==> config.mk <==
export PLATFORM = sky130hd
export DESIGN_NAME = aes_round_sequencer_flat
export DESIGN_NICKNAME = d
export VERILOG_FILES = /design/src/rtl/aes_pkg.sv /design/src/rtl/aes_round_sequencer_if.sv /design/src/rtl/aes_round_fsm.sv /design/src/rtl/aes_round_sequencer.sv /design/src/flat_wrapper.sv
export SDC_FILE = /design/constraint.sdc
export NUM_CORES = 1
export LEC_CHECK = 0
export ABC_AREA = 1
export CAP_MARGIN = 20
export CORE_AREA = 2 2 253 255
export DETAILED_ROUTE_END_ITERATION = 8
export DIE_AREA = 0 0 255 257
export GPL_TIMING_DRIVEN = 1
export PLACE_DENSITY = 0.5
export SYNTH_ARGS = -nofsm -noshare
export SYNTH_HDL_FRONTEND = slang
export SYNTH_SLANG_ARGS = --single-unit
export TNS_END_PERCENT = 50
==> constraint.sdc <==
create_clock -name clk -period 2.25 [get_ports clk]
set_input_delay 0.3375 -clock clk [delete_from_list [all_inputs] [get_ports clk]]
set_output_delay 0.3375 -clock clk [all_outputs]
set_load 0.05 [all_outputs]
==> src/rtl/aes_pkg.sv <==
// Shared constants for the AES round sequencer: block width, round counts, FSM encoding.
// No logic; imported by the sequencer, its FSM and its interface.
// No flow control of its own.
package aes_pkg;

    localparam int AES_BLK_W = 128;

    localparam int NR_AES128 = 10;
    localparam int NR_AES192 = 12;
    localparam int NR_AES256 = 14;

    typedef enum logic [1:0] {
        S_IDLE = 2'd0,
        S_KEY0 = 2'd1,
        S_RND  = 2'd2,
        S_DONE = 2'd3
    } state_t;

endpackage

==> src/rtl/aes_round_sequencer_if.sv <==
// Plaintext, subkey, round-function and ciphertext buses of the AES round sequencer.
// master = sequencer side, slave = surrounding source/key-schedule/round-function/sink.
// valid/ready on the block paths, req/valid on the subkey path.
interface aes_round_sequencer_if #(
    parameter int KW = 4
) ();

    logic                           in_valid;
    logic                           in_ready;
    logic [aes_pkg::AES_BLK_W-1:0]  in_block;

    logic                           key_req;
    logic [KW-1:0]                  key_idx;
    logic                           key_valid;
    logic [aes_pkg::AES_BLK_W-1:0]  key_word;

    logic [aes_pkg::AES_BLK_W-1:0]  rf_state;
    logic                           rf_final;
    logic [aes_pkg::AES_BLK_W-1:0]  rf_result;

    logic                           out_valid;
    logic                           out_ready;
    logic [aes_pkg::AES_BLK_W-1:0]  out_block;

    modport master (
        input  in_valid, in_block, key_valid, key_word, rf_result, out_ready,
        output in_ready, key_req, key_idx, rf_state, rf_final, out_valid, out_block
    );

    modport slave (
        output in_valid, in_block, key_valid, key_word, rf_result, out_ready,
        input  in_ready, key_req, key_idx, rf_state, rf_final, out_valid, out_block
    );

endinterface

==> src/rtl/aes_round_fsm.sv <==
// Control for the AES round sequencer: state register, round counter, handshake decode.
// Registered state; every output is decoded combinationally from state, rnd and inputs.
// Holds in KEY0/RND while key_valid is low and in DONE while out_ready is low.
module aes_round_fsm
    import aes_pkg::*;
#(
    parameter int NR = NR_AES128,
    parameter int KW = 4
) (
    input  logic          clk,
    input  logic          rst_n,
    input  logic          abort,
    input  logic          in_valid,
    input  logic          key_valid,
    input  logic          out_ready,
    output logic          in_ready,
    output logic          key_req,
    output logic [KW-1:0] key_idx,
    output logic          rf_final,
    output logic          out_valid,
    output logic          busy,
    output logic          ld_in,
    output logic          ld_key0,
    output logic          ld_rnd,
    output logic          clr
);

    localparam logic [KW-1:0] RND_LAST = KW'(NR);

    state_t        state, state_nxt;
    logic [KW-1:0] rnd, rnd_nxt;

    always_ff @(posedge clk or negedge rst_n) begin
        if (!rst_n) begin
            state <= S_IDLE;
            rnd   <= '0;
        end else begin
            state <= state_nxt;
            rnd   <= rnd_nxt;
        end
    end

    // abort outranks key_valid/out_ready in every busy state
    always_comb begin
        state_nxt = state;
        rnd_nxt   = rnd;
        case (state)
            S_IDLE: begin
                if (in_valid) begin
                    state_nxt = S_KEY0;
                    rnd_nxt   = '0;
                end
            end
            S_KEY0: begin
                if (abort) begin
                    state_nxt = S_IDLE;
                    rnd_nxt   = '0;
                end else if (key_valid) begin
                    state_nxt = S_RND;
                    rnd_nxt   = KW'(1);
                end
            end
            S_RND: begin
                if (abort) begin
                    state_nxt = S_IDLE;
                    rnd_nxt   = '0;
                end else if (key_valid) begin
                    if (rnd == RND_LAST) state_nxt = S_DONE;
                    else                 rnd_nxt   = rnd + KW'(1);
                end
            end
            S_DONE: begin
                if (abort || out_ready) begin
                    state_nxt = S_IDLE;
                    rnd_nxt   = '0;
                end
            end
            default: begin
                state_nxt = S_IDLE;
                rnd_nxt   = '0;
            end
        endcase
    end

    always_comb begin
        in_ready  = (state == S_IDLE);
        key_req   = (state == S_KEY0) || (state == S_RND);
        key_idx   = (state == S_RND) ? rnd : '0;
        rf_final  = (state == S_RND) && (rnd == RND_LAST);
        out_valid = (state == S_DONE);
        busy      = (state != S_IDLE);
        ld_in     = (state == S_IDLE) && in_valid;
        ld_key0   = (state == S_KEY0) && key_valid && !abort;
        ld_rnd    = (state == S_RND)  && key_valid && !abort;
        clr       = abort && (state != S_IDLE);
    end

endmodule

==> src/rtl/aes_round_sequencer.sv <==
// Sequences one AES encryption over an external combinational round function; AES_ABORT_EN adds an abort port.
// Latency NR+2 cycles from accept to out_valid with subkeys always valid, +1 per key_valid-low cycle.
// in_ready only in IDLE; DONE holds out_valid/out_block until out_ready.
module aes_round_sequencer
    import aes_pkg::*;
#(
    parameter int NR = NR_AES128,
    parameter int KW = 4
) (
    input  logic                 clk,
    input  logic                 rst_n,
`ifdef AES_ABORT_EN
    input  logic                 abort,
`endif
    aes_round_sequencer_if.master bus,
    output logic                 busy
);

    logic                 abort_i;
    logic                 ld_in, ld_key0, ld_rnd, clr;
    logic [AES_BLK_W-1:0] st;

`ifdef AES_ABORT_EN
    assign abort_i = abort;
`else
    assign abort_i = 1'b0;
`endif

    aes_round_fsm #(
        .NR (NR),
        .KW (KW)
    ) u_fsm (
        .clk       (clk),
        .rst_n     (rst_n),
        .abort     (abort_i),
        .in_valid  (bus.in_valid),
        .key_valid (bus.key_valid),
        .out_ready (bus.out_ready),
        .in_ready  (bus.in_ready),
        .key_req   (bus.key_req),
        .key_idx   (bus.key_idx),
        .rf_final  (bus.rf_final),
        .out_valid (bus.out_valid),
        .busy      (busy),
        .ld_in     (ld_in),
        .ld_key0   (ld_key0),
        .ld_rnd    (ld_rnd),
        .clr       (clr)
    );

    // st doubles as the round-function input and the ciphertext holding register
    always_ff @(posedge clk or negedge rst_n) begin
        if (!rst_n)       st <= '0;
        else if (clr)     st <= '0;
        else if (ld_in)   st <= bus.in_block;
        else if (ld_key0) st <= st ^ bus.key_word;
        else if (ld_rnd)  st <= bus.rf_result ^ bus.key_word;
    end

    assign bus.rf_state  = st;
    assign bus.out_block = st;

endmodule

==> src/flat_wrapper.sv <==
// flat-port wrapper written by rule: the top's interface ports become plain ports
module aes_round_sequencer_flat import aes_pkg::*;
#(
    parameter int NR = NR_AES128,
    parameter int KW = 4
)
  (clk, rst_n, busy, bus_in_valid, bus_in_block, bus_key_valid, bus_key_word, bus_rf_result, bus_out_ready, bus_in_ready, bus_key_req, bus_key_idx, bus_rf_state, bus_rf_final, bus_out_valid, bus_out_block);
  aes_round_sequencer_if #(.KW(KW)) bus_i ();
  input  logic clk;
  input  logic rst_n;
  output logic busy;
  input wire logic [$bits(bus_i.in_valid)-1:0] bus_in_valid;
  input wire logic [$bits(bus_i.in_block)-1:0] bus_in_block;
  input wire logic [$bits(bus_i.key_valid)-1:0] bus_key_valid;
  input wire logic [$bits(bus_i.key_word)-1:0] bus_key_word;
  input wire logic [$bits(bus_i.rf_result)-1:0] bus_rf_result;
  input wire logic [$bits(bus_i.out_ready)-1:0] bus_out_ready;
  output wire logic [$bits(bus_i.in_ready)-1:0] bus_in_ready;
  output wire logic [$bits(bus_i.key_req)-1:0] bus_key_req;
  output wire logic [$bits(bus_i.key_idx)-1:0] bus_key_idx;
  output wire logic [$bits(bus_i.rf_state)-1:0] bus_rf_state;
  output wire logic [$bits(bus_i.rf_final)-1:0] bus_rf_final;
  output wire logic [$bits(bus_i.out_valid)-1:0] bus_out_valid;
  output wire logic [$bits(bus_i.out_block)-1:0] bus_out_block;
  assign bus_i.in_valid = bus_in_valid;
  assign bus_i.in_block = bus_in_block;
  assign bus_i.key_valid = bus_key_valid;
  assign bus_i.key_word = bus_key_word;
  assign bus_i.rf_result = bus_rf_result;
  assign bus_i.out_ready = bus_out_ready;
  assign bus_in_ready = bus_i.in_ready;
  assign bus_key_req = bus_i.key_req;
  assign bus_key_idx = bus_i.key_idx;
  assign bus_rf_state = bus_i.rf_state;
  assign bus_rf_final = bus_i.rf_final;
  assign bus_out_valid = bus_i.out_valid;
  assign bus_out_block = bus_i.out_block;
  aes_round_sequencer #(.NR(NR), .KW(KW)) u_core (.clk(clk), .rst_n(rst_n), .bus(bus_i), .busy(busy));
endmodule
==> impl_summary.txt <==
----------------------------------------------------
[Worst setup path]
  Worst path top cell family by delay ... buffers and inverters
  R2R cell count ... 9
  Largest fanout on the critical path ... 4
  CP Depth ... 1
  Kind of end point of the critical path ... primary output
  Master of the slowest instance on the critical path ... clkdlybuf4s50_1
  Data arrival time of the critical path ... 1800 ps
  Setup Crit Path Kind ... flop to primary output
  Crit path cell chain ... clkdlybuf4s50_1
  Endpoint required time on the critical path ... 1910 ps
  Startpoint type of the worst setup path ... flop
  CP max stage delay ... 850 ps
  Count of buffering cells on the critical path with inverters included ... 1

[Logic synthesis]
  Unique masters post-synth ... 16
  Number of instances in the synthesized netlist ... 1972
  Sequential share of the synthesized area ... 29.0%
  Number of warning messages in the yosys log ... 0
  Post-synth net total ... 2367
  Post-synthesis register bit count ... 134
  Cell area after technology mapping ... 11500 um2
  Per-instance average area after synthesis ... 5.85 um2

[Power and ir drop]
  P_sw ... 17400 uW
  Switching fraction of total power ... 58.8%
  Maximum ir drop on the vdd rail ... 1170 uV
  Clk pwr share ... 9.8%
  Seq pwr share ... 17.9%
  Leakage power total ... 0.00986 uW
  Power share of the combinational group ... 72.3%
  Internal power of the cells ... 12200 uW
  Power Dens Cells ... 1570 nW/um2

[STA]
  Unrepaired setup endpoints after global routing ... false
  Tmin final ... 2140 ps
  Hold Violations, Final ... 0
  Number of setup violations in the final report ... 0
  Setup slack after layout ... 113 ps
  Max Freq ... 468 MHz
  Worst Hold Margin ... 411 ps
  Setup total negative slack ... 0 ps
  Final critical-path share of the clock period ... 95.0%
  Normalized max-slew margin ... 60.4%
  Transition time at the pin with the least slew margin ... 592 ps
  Fin Clk Skew ... 9.67 ps
  Number of max-slew violations in the final report ... 0

[Floorplanning]
  I/O pin count ... 654
  Area of the core region ... 62700 um2
  Initial core utilization ... 18.4%
  Die X ... 255 um
  Area enclosed by the die boundary ... 65500 um2
  Die extent in y ... 257 um
  Number of core rows ... 92

[CTS]
  Clock-pin slew reported for the worst setup and hold paths after clock tree synthesis ... 70 ps
  H-tree level count ... 4
  Post-CTS repair timing setup buffer count ... 0
  Number of buffers on the longest clock path ... 2
  Number of buffers created by CTS ... 17
  CTS root buffer ... clkbuf_16
  Clock insertion delay at the later pin of the skew report ... 470 ps
  Clock Sink Count ... 134
  TritonCTS clock tree ... yes

[Detailed routing]
  Mean routed wirelength per cell ... 16.0 um
  Via Count ... 14100
  DRC ... 0
  Iteration-0 DRC count of the detailed router ... 816
  Post-detailed-routing wire length ... 53100 um
  Via density per instance ... 4.25
  Length of the first detailed-routing pass in iterations ... 5
  Final antenna-violating net count ... 0

[Final layout]
  Layout cells sized above 1 ... 3.77%
  Final std cells w/o fill ... 3316
  Area growth, synth to finish ... 63.4%
  Final core utilization ... 30.1%
  Final #Nets ... 2851

[Placed design]
  Half-perimeter wire length after placement ... 40800 um
  Global placement routability congestion ... 0.836
  Number of port buffers ... 653
  Placed cell count ... 3282
  Placement-stage worst setup slack ... 285 ps

[Global routing]
  Initial antenna violation count ... 5
  Largest net degree at the start of global routing ... 74
  Overall Global Routing Usage ... 16.0%
  GR Overflow Total ... 0
  Global-route wire length before repair ... 80200 um
  Number of global-route vias before repair ... 13800

[Hold path]
  Hold/Removal Path Class ... input port to async pin

[Run status]
  Result of the run ... complete, no violations

[Flow run]
  Max capacitance violation total ... 0

----------------------------------------------------
## repair_timing
action	CTS	global route
resized for setup	3	2
hold buffers	1	0
endpoints found under the setup margin	3	1
endpoints found under the hold margin	43	0
pin swaps	0	0
## kinds of logic (layout without fill, tap and decap cells)
logic type,count (synthesis),after routing,synth area share [%]
other,0,2,0
AND/OR/NAND/NOR,1201,1201,43.4
flip-flops,134,134,29.0
AO/OA/AOI/OAI,129,129,5.60
adder cells (fa/ha/maj),6,6,0.650
buffers and inverters,502,998,21.3
## synth_stat cells
| library cell | instances | share of area (%) |
|---|---|---|
| nor2_1 | 5 | 0.16 |
| nand2_2 | 1 | 0.054 |
| or2_2 | 1 | 0.054 |
| ha_1 | 6 | 0.65 |
| o21ai_0 | 83 | 3.6 |
| clkbuf_1 | 24 | 0.78 |
| nand3_1 | 392 | 17 |
| buf_2 | 69 | 3.0 |
| nand2_1 | 801 | 26 |
| buf_4 | 131 | 8.5 |
| dfrtp_1 | 134 | 29 |
| nand4_1 | 1 | 0.054 |
| buf_1 | 3 | 0.098 |
| o21ai_1 | 45 | 2.0 |
| inv_1 | 275 | 8.9 |
| o22ai_1 | 1 | 0.054 |
## worst paths after layout
kind,from,endpoint,slack (ps)
hold reg to reg,u_core.bus.out_block[78],u_core.bus.out_block[78],550
min in group clk,u_core.bus.out_block[78],u_core.bus.out_block[78],550
setup / recovery,u_core.bus.out_block[106],bus_out_block[106],110
max in group asynchronous,rst_n,u_core.bus.out_block[85],1160
hold / removal,rst_n,u_core.bus.out_block[4],410
setup reg to reg,u_core.u_fsm.state[1],u_core.bus.out_block[62],320
## power groups by stage
stage	registers, uW	logic, uW	clock network (uW)
global route	5510	23100	3140
floorplan	8580	11700	0
detailed placement	5350	21600	0
CTS	5350	21700	3050
finish	5310	21400	2910
global placement	5320	21400	0
## layout make-up
| cell class | count | area, um2 |
|---|---|---|
| tap | 846 | 1060 |
| multi-input combinational | 1336 | 5780 |
| clock inverter | 13 | 146 |
| inverter | 275 | 1030 |
| timing repair buffer | 692 | 7040 |
| fill | 6797 | 43900 |
| sequential | 134 | 3350 |
| clock buffer | 18 | 439 |
| antenna | 2 | 5.00 |
## registers in the layout (all words and copies together), names as in the netlist
name,count
u_core.bus.out_block,128
u_core.u_fsm.rnd,4
u_core.u_fsm.state,2
## through the flow
step / power [uW] / cell area [um2]
2_1_floorplan: 20300 / 11500
3_3_place_gp: 26700 / 18300
3_5_place_dp: 27000 / 18300
4_1_cts: 30100 / 18900
5_1_grt: 31700 / 18900
6_report: 29600 / 18900
## layer usage
layer,track usage (%),up-vias,share of wire (%)
met5,0,-,0.075
met1,18.2,6544,40
met2,28.3,503,50
li1,-,6968,-
met4,5.64,6,2.5
met3,4.27,73,7.1
## placed cells by master (no fill, tap or decap), drive strengths merged
cell type      count
buf               54
or2                1
bufinv             2
clkbuf            18
dlygate4sd3        1
inv              279
clkdlybuf4s50    635
nor2               5
dfrtp            134
o22ai              1
clkinv             5
o21ai            128
nand2            802
ha                 6
dlygate4sd2        2
nand4              1
clkinvlp           2
diode              2
nand3            392
(Power assumes the default switching activity.)
